==> src/rtl/tune_ramp_sequencer_if.sv <==
// Request channel for the tune ramp sequencer: a target FTW offered over valid/ready.
// The master offers targets; the slave (the sequencer) signals when it can take one.
interface tune_ramp_if;
    logic        req_valid;
    logic [31:0] req_ftw;
    logic        req_ready;

    modport master (
        output req_valid,
        output req_ftw,
        input  req_ready
    );

    modport slave (
        input  req_valid,
        input  req_ftw,
        output req_ready
    );
endinterface

==> src/rtl/tune_ramp_sequencer.sv <==
// Tune ramp sequencer: slews the nominal FTW toward each accepted target in
// clamped, dwell-separated steps and gates the servo action onto the DDS tune
// adder only while idle.
// Optional build macro TUNE_ACTION_CLAMP_EN saturates the idle servo action to
// +/-ACTION_LIMIT before it is registered.
module tune_ramp_sequencer #(
    parameter logic        [31:0] INIT_FTW     = 32'd0,
    parameter logic        [31:0] STEP_MAX     = 32'd1024,
    parameter logic        [15:0] DWELL        = 16'd16,
    parameter logic signed [31:0] ACTION_LIMIT = 32'sd65536
) (
    input  logic                clk,
    input  logic                rst_n,
    tune_ramp_if.slave          req,
    input  logic                servo_en_i,
    input  logic signed [31:0]  servo_action_i,
    output logic        [31:0]  ftw_out_o,
    output logic signed [31:0]  action_out_o,
    output logic                adder_en_o,
    output logic                busy_o,
    output logic                done_o
);

    typedef enum logic [1:0] {
        ST_IDLE,
        ST_STEP,
        ST_DWELL
    } state_t;

    localparam logic signed [31:0] STEP_POS = $signed(STEP_MAX);
    localparam logic signed [31:0] STEP_NEG = -STEP_POS;

    state_t             state_q, state_d;
    logic        [31:0] target_q, target_d;
    logic        [31:0] ftw_q, ftw_d;
    logic        [15:0] dwell_q, dwell_d;
    logic signed [31:0] action_q, action_d;
    logic               adder_en_q, adder_en_d;
    logic               done_q, done_d;

    logic signed [31:0] diff;
    logic signed [31:0] step;
    logic               step_final;
    logic               accept;
    logic               same_target;
    logic               target_hit;
    logic signed [31:0] servo_sel;

    // Shortest-path step toward the target, clamped to the per-step limit
    always_comb begin
        diff = $signed(target_q - ftw_q);
        step = diff;
        if (diff > STEP_POS) begin
            step = STEP_POS;
        end else if (diff < STEP_NEG) begin
            step = STEP_NEG;
        end
        step_final  = (step == diff);
        accept      = req.req_valid && (state_q == ST_IDLE);
        same_target = (req.req_ftw == ftw_q);
        target_hit  = (ftw_q == target_q);
    end

    // Servo action as it would be applied while idle (optionally saturated)
    always_comb begin
`ifdef TUNE_ACTION_CLAMP_EN
        if (servo_action_i > ACTION_LIMIT) begin
            servo_sel = ACTION_LIMIT;
        end else if (servo_action_i < -ACTION_LIMIT) begin
            servo_sel = -ACTION_LIMIT;
        end else begin
            servo_sel = servo_action_i;
        end
`else
        servo_sel = servo_action_i;
`endif
    end

    // State register; reset abandons any ramp in progress
    always_ff @(posedge clk or negedge rst_n) begin
        if (!rst_n) begin
            state_q <= ST_IDLE;
        end else begin
            state_q <= state_d;
        end
    end

    // Next-state logic: accept, step, dwell, and return to idle on arrival
    always_comb begin
        state_d = state_q;
        case (state_q)
            ST_IDLE: begin
                if (accept && !same_target) begin
                    state_d = ST_STEP;
                end
            end
            ST_STEP: begin
                if (DWELL != 16'd0) begin
                    state_d = ST_DWELL;
                end else if (step_final) begin
                    state_d = ST_IDLE;
                end else begin
                    state_d = ST_STEP;
                end
            end
            ST_DWELL: begin
                if (dwell_q == 16'd0) begin
                    state_d = target_hit ? ST_IDLE : ST_STEP;
                end
            end
            default: state_d = ST_IDLE;
        endcase
    end

    // Output/datapath next values: servo gating, FTW stepping, dwell count, done pulse
    always_comb begin
        target_d   = target_q;
        ftw_d      = ftw_q;
        dwell_d    = dwell_q;
        action_d   = 32'sd0;
        adder_en_d = 1'b0;
        done_d     = 1'b0;
        case (state_q)
            ST_IDLE: begin
                if (accept) begin
                    target_d = req.req_ftw;
                    done_d   = same_target;
                end else begin
                    adder_en_d = servo_en_i;
                    action_d   = servo_en_i ? servo_sel : 32'sd0;
                end
            end
            ST_STEP: begin
                ftw_d   = ftw_q + step;
                dwell_d = (DWELL != 16'd0) ? (DWELL - 16'd1) : 16'd0;
                done_d  = (DWELL == 16'd0) && step_final;
            end
            ST_DWELL: begin
                if (dwell_q != 16'd0) begin
                    dwell_d = dwell_q - 16'd1;
                end else begin
                    done_d = target_hit;
                end
            end
            default: ;
        endcase
    end

    // Datapath and registered outputs
    always_ff @(posedge clk or negedge rst_n) begin
        if (!rst_n) begin
            target_q   <= INIT_FTW;
            ftw_q      <= INIT_FTW;
            dwell_q    <= 16'd0;
            action_q   <= 32'sd0;
            adder_en_q <= 1'b0;
            done_q     <= 1'b0;
        end else begin
            target_q   <= target_d;
            ftw_q      <= ftw_d;
            dwell_q    <= dwell_d;
            action_q   <= action_d;
            adder_en_q <= adder_en_d;
            done_q     <= done_d;
        end
    end

    assign ftw_out_o     = ftw_q;
    assign action_out_o  = action_q;
    assign adder_en_o    = adder_en_q;
    assign done_o        = done_q;
    assign busy_o        = (state_q != ST_IDLE);
    assign req.req_ready = (state_q == ST_IDLE);

endmodule

==> src/flat_wrapper.sv <==
// flat-port wrapper written by rule: the top's interface ports become plain ports
module tune_ramp_sequencer_flat 
#(
    parameter logic        [31:0] INIT_FTW     = 32'd0,
    parameter logic        [31:0] STEP_MAX     = 32'd1024,
    parameter logic        [15:0] DWELL        = 16'd16,
    parameter logic signed [31:0] ACTION_LIMIT = 32'sd65536
)
  (clk, rst_n, servo_en_i, servo_action_i, ftw_out_o, action_out_o, adder_en_o, busy_o, done_o, req_req_valid, req_req_ftw, req_req_ready);
  tune_ramp_if req_i ();
  input  logic clk;
  input  logic rst_n;
  input  logic servo_en_i;
  input  logic signed [31:0] servo_action_i;
  output logic        [31:0] ftw_out_o;
  output logic signed [31:0] action_out_o;
  output logic adder_en_o;
  output logic busy_o;
  output logic done_o;
  input wire logic [$bits(req_i.req_valid)-1:0] req_req_valid;
  input wire logic [$bits(req_i.req_ftw)-1:0] req_req_ftw;
  output wire logic [$bits(req_i.req_ready)-1:0] req_req_ready;
  assign req_i.req_valid = req_req_valid;
  assign req_i.req_ftw = req_req_ftw;
  assign req_req_ready = req_i.req_ready;
  tune_ramp_sequencer #(.INIT_FTW(INIT_FTW), .STEP_MAX(STEP_MAX), .DWELL(DWELL), .ACTION_LIMIT(ACTION_LIMIT)) u_core (.clk(clk), .rst_n(rst_n), .req(req_i), .servo_en_i(servo_en_i), .servo_action_i(servo_action_i), .ftw_out_o(ftw_out_o), .action_out_o(action_out_o), .adder_en_o(adder_en_o), .busy_o(busy_o), .done_o(done_o));
endmodule
==> config.mk <==
export PLATFORM = sky130hd
export DESIGN_NAME = tune_ramp_sequencer_flat
export DESIGN_NICKNAME = d
export VERILOG_FILES = /design/src/rtl/tune_ramp_sequencer_if.sv /design/src/rtl/tune_ramp_sequencer.sv /design/src/flat_wrapper.sv
export SDC_FILE = /design/constraint.sdc
export NUM_CORES = 1
export LEC_CHECK = 0
export ABC_AREA = 1
export BUFFER_PORTS_ARGS = -buffer_cell sky130_fd_sc_hd__buf_2
export CORE_ASPECT_RATIO = 0.6
export CORE_MARGIN = 10
export CORE_UTILIZATION = 40
export CTS_CLUSTER_SIZE = 12
export DETAILED_ROUTE_END_ITERATION = 10
export PLACE_DENSITY = 0.56
export SYNTH_ARGS = -nofsm -noshare
export SYNTH_HDL_FRONTEND = slang
export SYNTH_SLANG_ARGS = --single-unit
export TNS_END_PERCENT = 100
==> constraint.sdc <==
create_clock -name clk -period 5.5 [get_ports clk]
set_clock_uncertainty 0.15 [all_clocks]
set_input_delay 0.825 -clock clk [delete_from_list [all_inputs] [get_ports clk]]
set_output_delay 0.825 -clock clk [all_outputs]
set_load 0.02 [all_outputs]
==> results by group, run 1 <==
Outcome
  – Status: finished, final reports clean

Global routing
  – Global Route Usage Sum: 0.241
  – Initial antenna violation count: 1
  – Wire length of the first global-routing pass: 55,500 microns
  – Largest net degree at the start of global routing: 74
  – Vias in the first global route: 9,332
  – Total global routing overflow: 0

STA
  – Setup TNS Final: 0 ns
  – Final min period: 5.31 ns
  – F_max: 0.188 GHz
  – Max_slew headroom: 0.185
  – Final Max Slew Viols: 0
  – Least-Margin Pin Slew: 1.22 ns
  – Count of final hold-check violations: 0
  – Final setup fails: 0
  – Period utilization: 0.966

Yosys
  – Mux contribution to synthesized area: 0.00215
  – Compound-gate portion of the synthesized area: 0.123
  – Post-Synth Simple-Gate Area: 0.324
  – Synth cell types: 51
  – Count leader, synth: nand2_1
  – Adder-cell share of the synthesized area: 0.0904
  – Post-Syn Area: 0.00930 sq mm
  – Yosys reg bits: 116
  – YS warnings: 0
  – Xor/xnor share of the synthesized area: 0.0262
  – Post-synthesis average cell area: around 6.5 sq um
  – Synth top area cells: dfrtp_1 31%, nand2_1 19%, inv_1 11%
  – Leading area contributor after synthesis: dfrtp_1
  – Post-synth ARST share: 1.00
  – Cells after Synth: 1,433
  – Top_reg_cell synth: dfrtp_1
  – Largest family of logic cells by synthesized area: simple AND/OR/NAND/NOR gates
  – Total nets after synthesis: 1,567
  – Post-synth top area share: 0.312
  – Sequential area share after synthesis: 0.312
  – Commonest cells post-synth: 476 x nand2_1, 268 x inv_1, 116 x dfrtp_1
  – Number of synthesized flops with an enable pin: 0

Floorplanning
  – IO Pins: 136
  – Num rows: 43
  – Die Width: 217 microns
  – Die area: 0.0300 sq mm
  – Initial Utilization: 0.405
  – Core area: 0.0230 sq mm
  – Die Height: 138 microns

Placed design
  – Post-DP HPWL: 29,900 microns
  – Port bufs: 135
  – Final GP Congestion: between 0.9 and 1
  – Cell Area, Placed: 0.0111 sq mm
  – Placed insts: 1,976

Detailed routing
  – WL final: ~37,000 microns
  – DRC: 0
  – Vias per cell: 5.07
  – Iter 0 DRT Violations: 1,134
  – DR pass1 iterations: 5
  – Vias post-DR: 10,241
  – WL/cell: 18.3 microns
  – Final ANT Viol Nets: 0

Setup path
  – Startpoint Class: flop
  – CP Data Arrival Time: 5.50 ns
  – Worst EP required: 5.69 ns
  – CP max stage delay: roughly 0.43 ns
  – Worst Setup Path Type: reg2reg
  – Crit Path Max Fanout: 7
  – CP max-delay cell: dfrtp_1
  – Crit end category: flop

Clock network
  – # hold bufs at CTS: 0
  – Clk root buf: clkbuf_16
  – TritonCTS Buffers: 17
  – Clock latency on the worst-skew pair: 0.45 ns
  – Clock Pin Slew Worst Setup and Hold Paths: 0.06 ns
  – CTS tree: done
  – Maximum clock path buffer count: 2
  – Clock Sinks: 116
  – H-tree depth: 4

Final layout
  – Synth-to-layout area growth: 34.7%
  – Share of cells above drive strength 1: 0.261
  – Final Net Count: 1,826
  – Ant diodes: 0
  – Final std cells w/o fill: 2,020
  – Fillers: around 2,400
  – Design area: 0.0125 sq mm
  – Storage element area: 0.00291 sq mm
  – Multi-input logic area: 0.00591 sq mm

Hold path
  – Class of the worst hold path: reg2reg

Flow run
  – Max-Cap Viols: 0
## worst max-delay path: cells and delay by family (launching register included)
kind,cells,cell delay [ns]
compound gates,7,1.12
xor+xnor,1,0.16
fa+ha+maj,3,0.91
buf+inv,5,0.54
flops,1,0.43
simple gates,13,1.88
## per-layer routing
layer	GRT usage	up-vias	wire (microns)
met5	0	-	0
met4	0.0454	0	251
met3	0.0874	17	4350
met2	0.291	417	13300
met1	0.385	4763	19000
li1	-	5044	-
## layout make-up
cell class	instances	area share
sequential	116	0.232
inverter	272	0.0821
clock inverter	14	0.0161
multi-input combinational	1023	0.472
timing repair buffer	262	0.131
tap	315	0.0315
clock buffer	18	0.0351
## state kept, by name, indices dropped and copies added (netlist names)
signal               cells
u_core.adder_en_o        1
u_core.ftw_out_o        32
u_core.action_out_o     32
u_core.target_q         32
u_core.done_o            1
u_core.dwell_q          16
u_core.state_q           2
## stage by stage
step | utilization | setup WS, ns | hold WS [ns]
floorplan | - | 0.382 | 0.303
global placement | 0.485 | -0.295 | 0.325
detailed placement | 0.485 | -0.390 | 0.331
CTS | 0.515 | -0.00488 | 0.345
global route | 0.545 | -0.0780 | 0.365
finish | 0.545 | 0.187 | 0.339
## path summary, 6_finish.rpt
check                               startpoint                      to  cells after the start  slack (ns)
max                        u_core.ftw_out_o[2]    u_core.ftw_out_o[21]                     29        0.19
min                        u_core.target_q[30]     u_core.target_q[30]                      2        0.34
max reg2reg                u_core.ftw_out_o[2]    u_core.ftw_out_o[21]                     29        0.19
min reg2reg                u_core.target_q[30]     u_core.target_q[30]                      2        0.34
max in group asynchronous                rst_n    u_core.ftw_out_o[20]                      2        3.57
min in group asynchronous                rst_n  u_core.action_out_o[6]                      1        0.36
## kinds of logic (layout without fill, tap and decap cells)
kind of cell / Yosys count / count (layout)
and+or+nand+nor: 721 / 721
AOI/OAI and AO/OA: 207 / 207
muxes: 2 / 2
xor gates and xnor gates: 27 / 27
buffers and inverters: 294 / 566
adders and majority gates: 66 / 66
DFF: 116 / 116
## cell usage in the layout, fill, tap and decap left out, types with 5 or more instances in the layout
cell type / Yosys / routed
a21oi_1: 74 / 62
a21oi_2: 3 / 13
a31oi_1: 9 / 7
buf_2: 0 / 134
buf_4: 0 / 125
clkbuf_16: 0 / 17
clkinvlp_4: 0 / 5
dfrtp_1: 116 / 113
ha_1: 64 / 40
ha_2: 0 / 7
ha_4: 0 / 17
inv_1: 268 / 258
inv_2: 2 / 10
nand2_1: 476 / 447
nand2_2: 5 / 29
nand2_4: 0 / 5
nand3_1: 57 / 49
nand3_2: 4 / 10
nand3b_1: 11 / 11
nand4_1: 31 / 31
nor2_1: 103 / 88
nor2_2: 3 / 16
nor3_1: 11 / 9
o21ai_0: 85 / 76
o21ai_1: 5 / 5
o21ai_2: 0 / 7
or2_2: 5 / 5
xnor2_1: 14 / 12
xor2_1: 12 / 11
## timing repair
item | in CTS | in global routing
gates resized for setup | 11 | 154
setup buffers | 1 | 12
endpoints found under the setup margin | 8 | 23
pin swaps | 2 | 30
hold endpoints to repair | 0 | 0
Power of run 1 is not shown: default switching activity piles up to over one toggle a cycle in this logic, so the estimate is an artifact.
==> inputs of run 2 (changes only) <==
--- a/config.mk
+++ b/config.mk
@@ -10,6 +10,7 @@
 export CORE_ASPECT_RATIO = 0.6
 export CORE_MARGIN = 10
 export CORE_UTILIZATION = 40
+export CTS_BUF_LIST = sky130_fd_sc_hd__clkbuf_2 sky130_fd_sc_hd__clkbuf_4 sky130_fd_sc_hd__clkbuf_8
 export CTS_CLUSTER_SIZE = 12
 export DETAILED_ROUTE_END_ITERATION = 10
 export PLACE_DENSITY = 0.56
==> run 2 against run 1 <==
  * First-iteration DRC count shrank 6.6%
  * Global-route usage shrank 0.17 points
  * Setup slack gained 0.028 ns
  * Sequential cell count is the same
  * Worst hold slack lost 0.033 ns
  * Critical endpoint unchanged
==> results by group, run 2 (synthesized netlist as in run 1, its figures left out) <==
Outcome
  – Status: finished, final reports clean (unchanged)

Final layout
  – Final Net Count: 1,826 (unchanged)
  – Final std cells w/o fill: 2,020 (unchanged)
  – Commonest non-fill, non-tap cell in the layout: nand2_1 (unchanged)
  – Ant diodes: 0 (unchanged)
  – Commonest cells after routing, fill and taps aside: 446 x nand2_1, 257 x inv_1, 134 x buf_2 (was 447 x nand2_1, 258 x inv_1, 134 x buf_2)
  – Share of cells above drive strength 1: 0.267 (was 0.261)
  – Synth-to-layout area growth: 33.0% (was 34.7%)

STA
  – Final Max Slew Viols: 0 (unchanged)
  – F_max: 0.189 GHz (was 0.188 GHz)
  – Final min period: 5.29 ns (was 5.31 ns)
  – Count of final hold-check violations: 0 (unchanged)
  – Final setup fails: 0 (unchanged)
  – Least-Margin Pin Slew: 1.26 ns (was 1.22 ns)
  – Period utilization: 0.961 (was 0.966)
  – Max_slew headroom: 0.158 (was 0.185)
  – RSZ-0062 raised after global routing: true

Placed design
  – Placed insts: 1,976 (unchanged)
  – Final GP Congestion: 0.977 (unchanged)
  – Post-DP HPWL: 29,900 microns (unchanged)
  – Port bufs: 135 (unchanged)

Floorplanning
  – Initial Utilization: 0.405 (unchanged)
  – IO Pins: 136 (unchanged)
  – Num rows: 43 (unchanged)
  – Die Width: 217 microns (unchanged)
  – Die Height: 138 microns (unchanged)
  – Die area: 0.0300 sq mm (unchanged)
  – Core area: 0.0230 sq mm (unchanged)

Detailed routing
  – Final ANT Viol Nets: 0 (unchanged)
  – DR pass1 iterations: 6 (was 5)
  – WL/cell: 18.1 microns (was 18.3 microns)
  – Iter 0 DRT Violations: 1,059 (was 1,134)
  – Vias post-DR: 10,174 (was 10,241)
  – DRC: 0 (unchanged)
  – WL final: 36,700 microns (was 36,900 microns)
  – Vias per cell: 5.04 (was 5.07)

Global routing
  – Global Route Usage Sum: 0.240 (was 0.241)
  – Initial antenna violation count: 1 (unchanged)
  – Largest net degree at the start of global routing: 74 (unchanged)
  – Wire length of the first global-routing pass: 55,200 microns (was 55,500 microns)
  – Met1 GRT Util: 0.386 (was 0.385)
  – GR Util met3: 0.0865 (was 0.0874)
  – GRT busiest layer: met1 (unchanged)
  – Vias in the first global route: 9,270 (was 9,332)
  – Total global routing overflow: 0 (unchanged)
  – Grt met2 use: 0.285 (was 0.291)

Clock network
  – # hold bufs at CTS: 0 (unchanged)
  – Clock Pin Slew Worst Setup and Hold Paths: 0.08 ns (was 0.06 ns)
  – Clock latency on the worst-skew pair: 0.50 ns (was 0.45 ns)
  – Clock Sinks: 116 (unchanged)
  – Clk root buf: clkbuf_8 (was clkbuf_16)
  – Maximum clock path buffer count: 2 (unchanged)
  – H-tree depth: 4 (unchanged)
  – TritonCTS Buffers: 17 (unchanged)
  – CTS tree: done (unchanged)

Setup path
  – CP max stage delay: 0.41 ns (was 0.43 ns)
  – CP Data Arrival Time: 5.52 ns (was 5.50 ns)
  – Startpoint Class: flop (unchanged)
  – CP max-delay cell: fa_2 (was dfrtp_1)
  – R2r setup slk: 0.21 ns (was 0.19 ns)
  – Worst EP required: 5.74 ns (was 5.69 ns)
  – Crit end category: flop (unchanged)
  – Crit Path Max Fanout: 7 (unchanged)
  – Worst Setup Path Type: reg2reg (unchanged)

Hold path
  – Class of the worst hold path: in2async (was reg2reg)

Flow run
  – Max-Cap Viols: 0 (unchanged)
==> run 2: cell types whose count changed in the layout (fill, tap and decap cells not counted), moves of 2 or more <==
cell | before | now
clkbuf_16 | 17 | 0
a21oi_1 | 62 | 60
ha_2 | 7 | 9
inv_2 | 10 | 12
clkbuf_8 | 1 | 18
ha_1 | 40 | 38
a21oi_2 | 13 | 16
==> run 2: area by class of cell <==
class / count / area [sq um]
fillers: 2390 / 10600
multi-input cells: 1023 / 5950
flip-flops and latches: 116 / 2910
repair buffers: 262 / 1640
inverters: 272 / 1030
well taps: 315 / 394
clock buffers: 18 / 248
clock inverters: 14 / 201
==> run 2: worst paths after layout <==
check / startpoint / to / depth (start not counted)
min in group clk: u_core.target_q[30] / u_core.target_q[30] / 2
max in group asynchronous: rst_n / u_core.ftw_out_o[20] / 2
max: u_core.target_q[0] / u_core.ftw_out_o[21] / 35
max reg2reg: u_core.target_q[0] / u_core.ftw_out_o[21] / 35
min: rst_n / u_core.action_out_o[6] / 1
min reg2reg: u_core.target_q[30] / u_core.target_q[30] / 2
==> run 2: worst max-delay path, delay by kind of cell (launching register included) <==
family	cells	cell delay [ns]
AO/OA/AOI/OAI	6	0.96
XOR/XNOR	1	0.15
adder cells (fa/ha/maj)	4	1.13
buffers and inverters	6	0.51
flip-flops	1	0.39
AND/OR/NAND/NOR	18	1.86
==> run 2: per-stage QoR <==
| step | utilization | hold WS, ns | instance area, sq um | setup TNS [ns] | setup slack [ns] |
|---|---|---|---|---|---|
| 3_3_place_gp | 0.485 | 0.325 | 11100 | -0.773 | -0.295 |
| 5_1_grt | 0.538 | 0.332 | 12400 | -0.259 | -0.0566 |
| 6_report | 0.538 | 0.307 | 12400 | 0 | 0.215 |
| 3_5_place_dp | 0.485 | 0.331 | 11100 | -1.08 | -0.390 |
| 4_1_cts | 0.506 | 0.318 | 11600 | -0.0591 | -0.0346 |
| 2_1_floorplan | - | 0.303 | 9300 | 0 | 0.382 |
==> run 2: what timing repair did <==
action	CTS	global route
cloned	0	0
endpoints found under the setup margin	8	23
setup buffers	1	12
pin swaps	1	38
resized for setup	8	164
==> run 2: routing by layer <==
layer / routed length [microns] / share of wire
met1: 18900 / 0.52
met2: 13200 / 0.36
met3: 4290 / 0.12
met4: 259 / 0.0071
met5: 0 / 0
Power of run 2 is left out for the same reason.
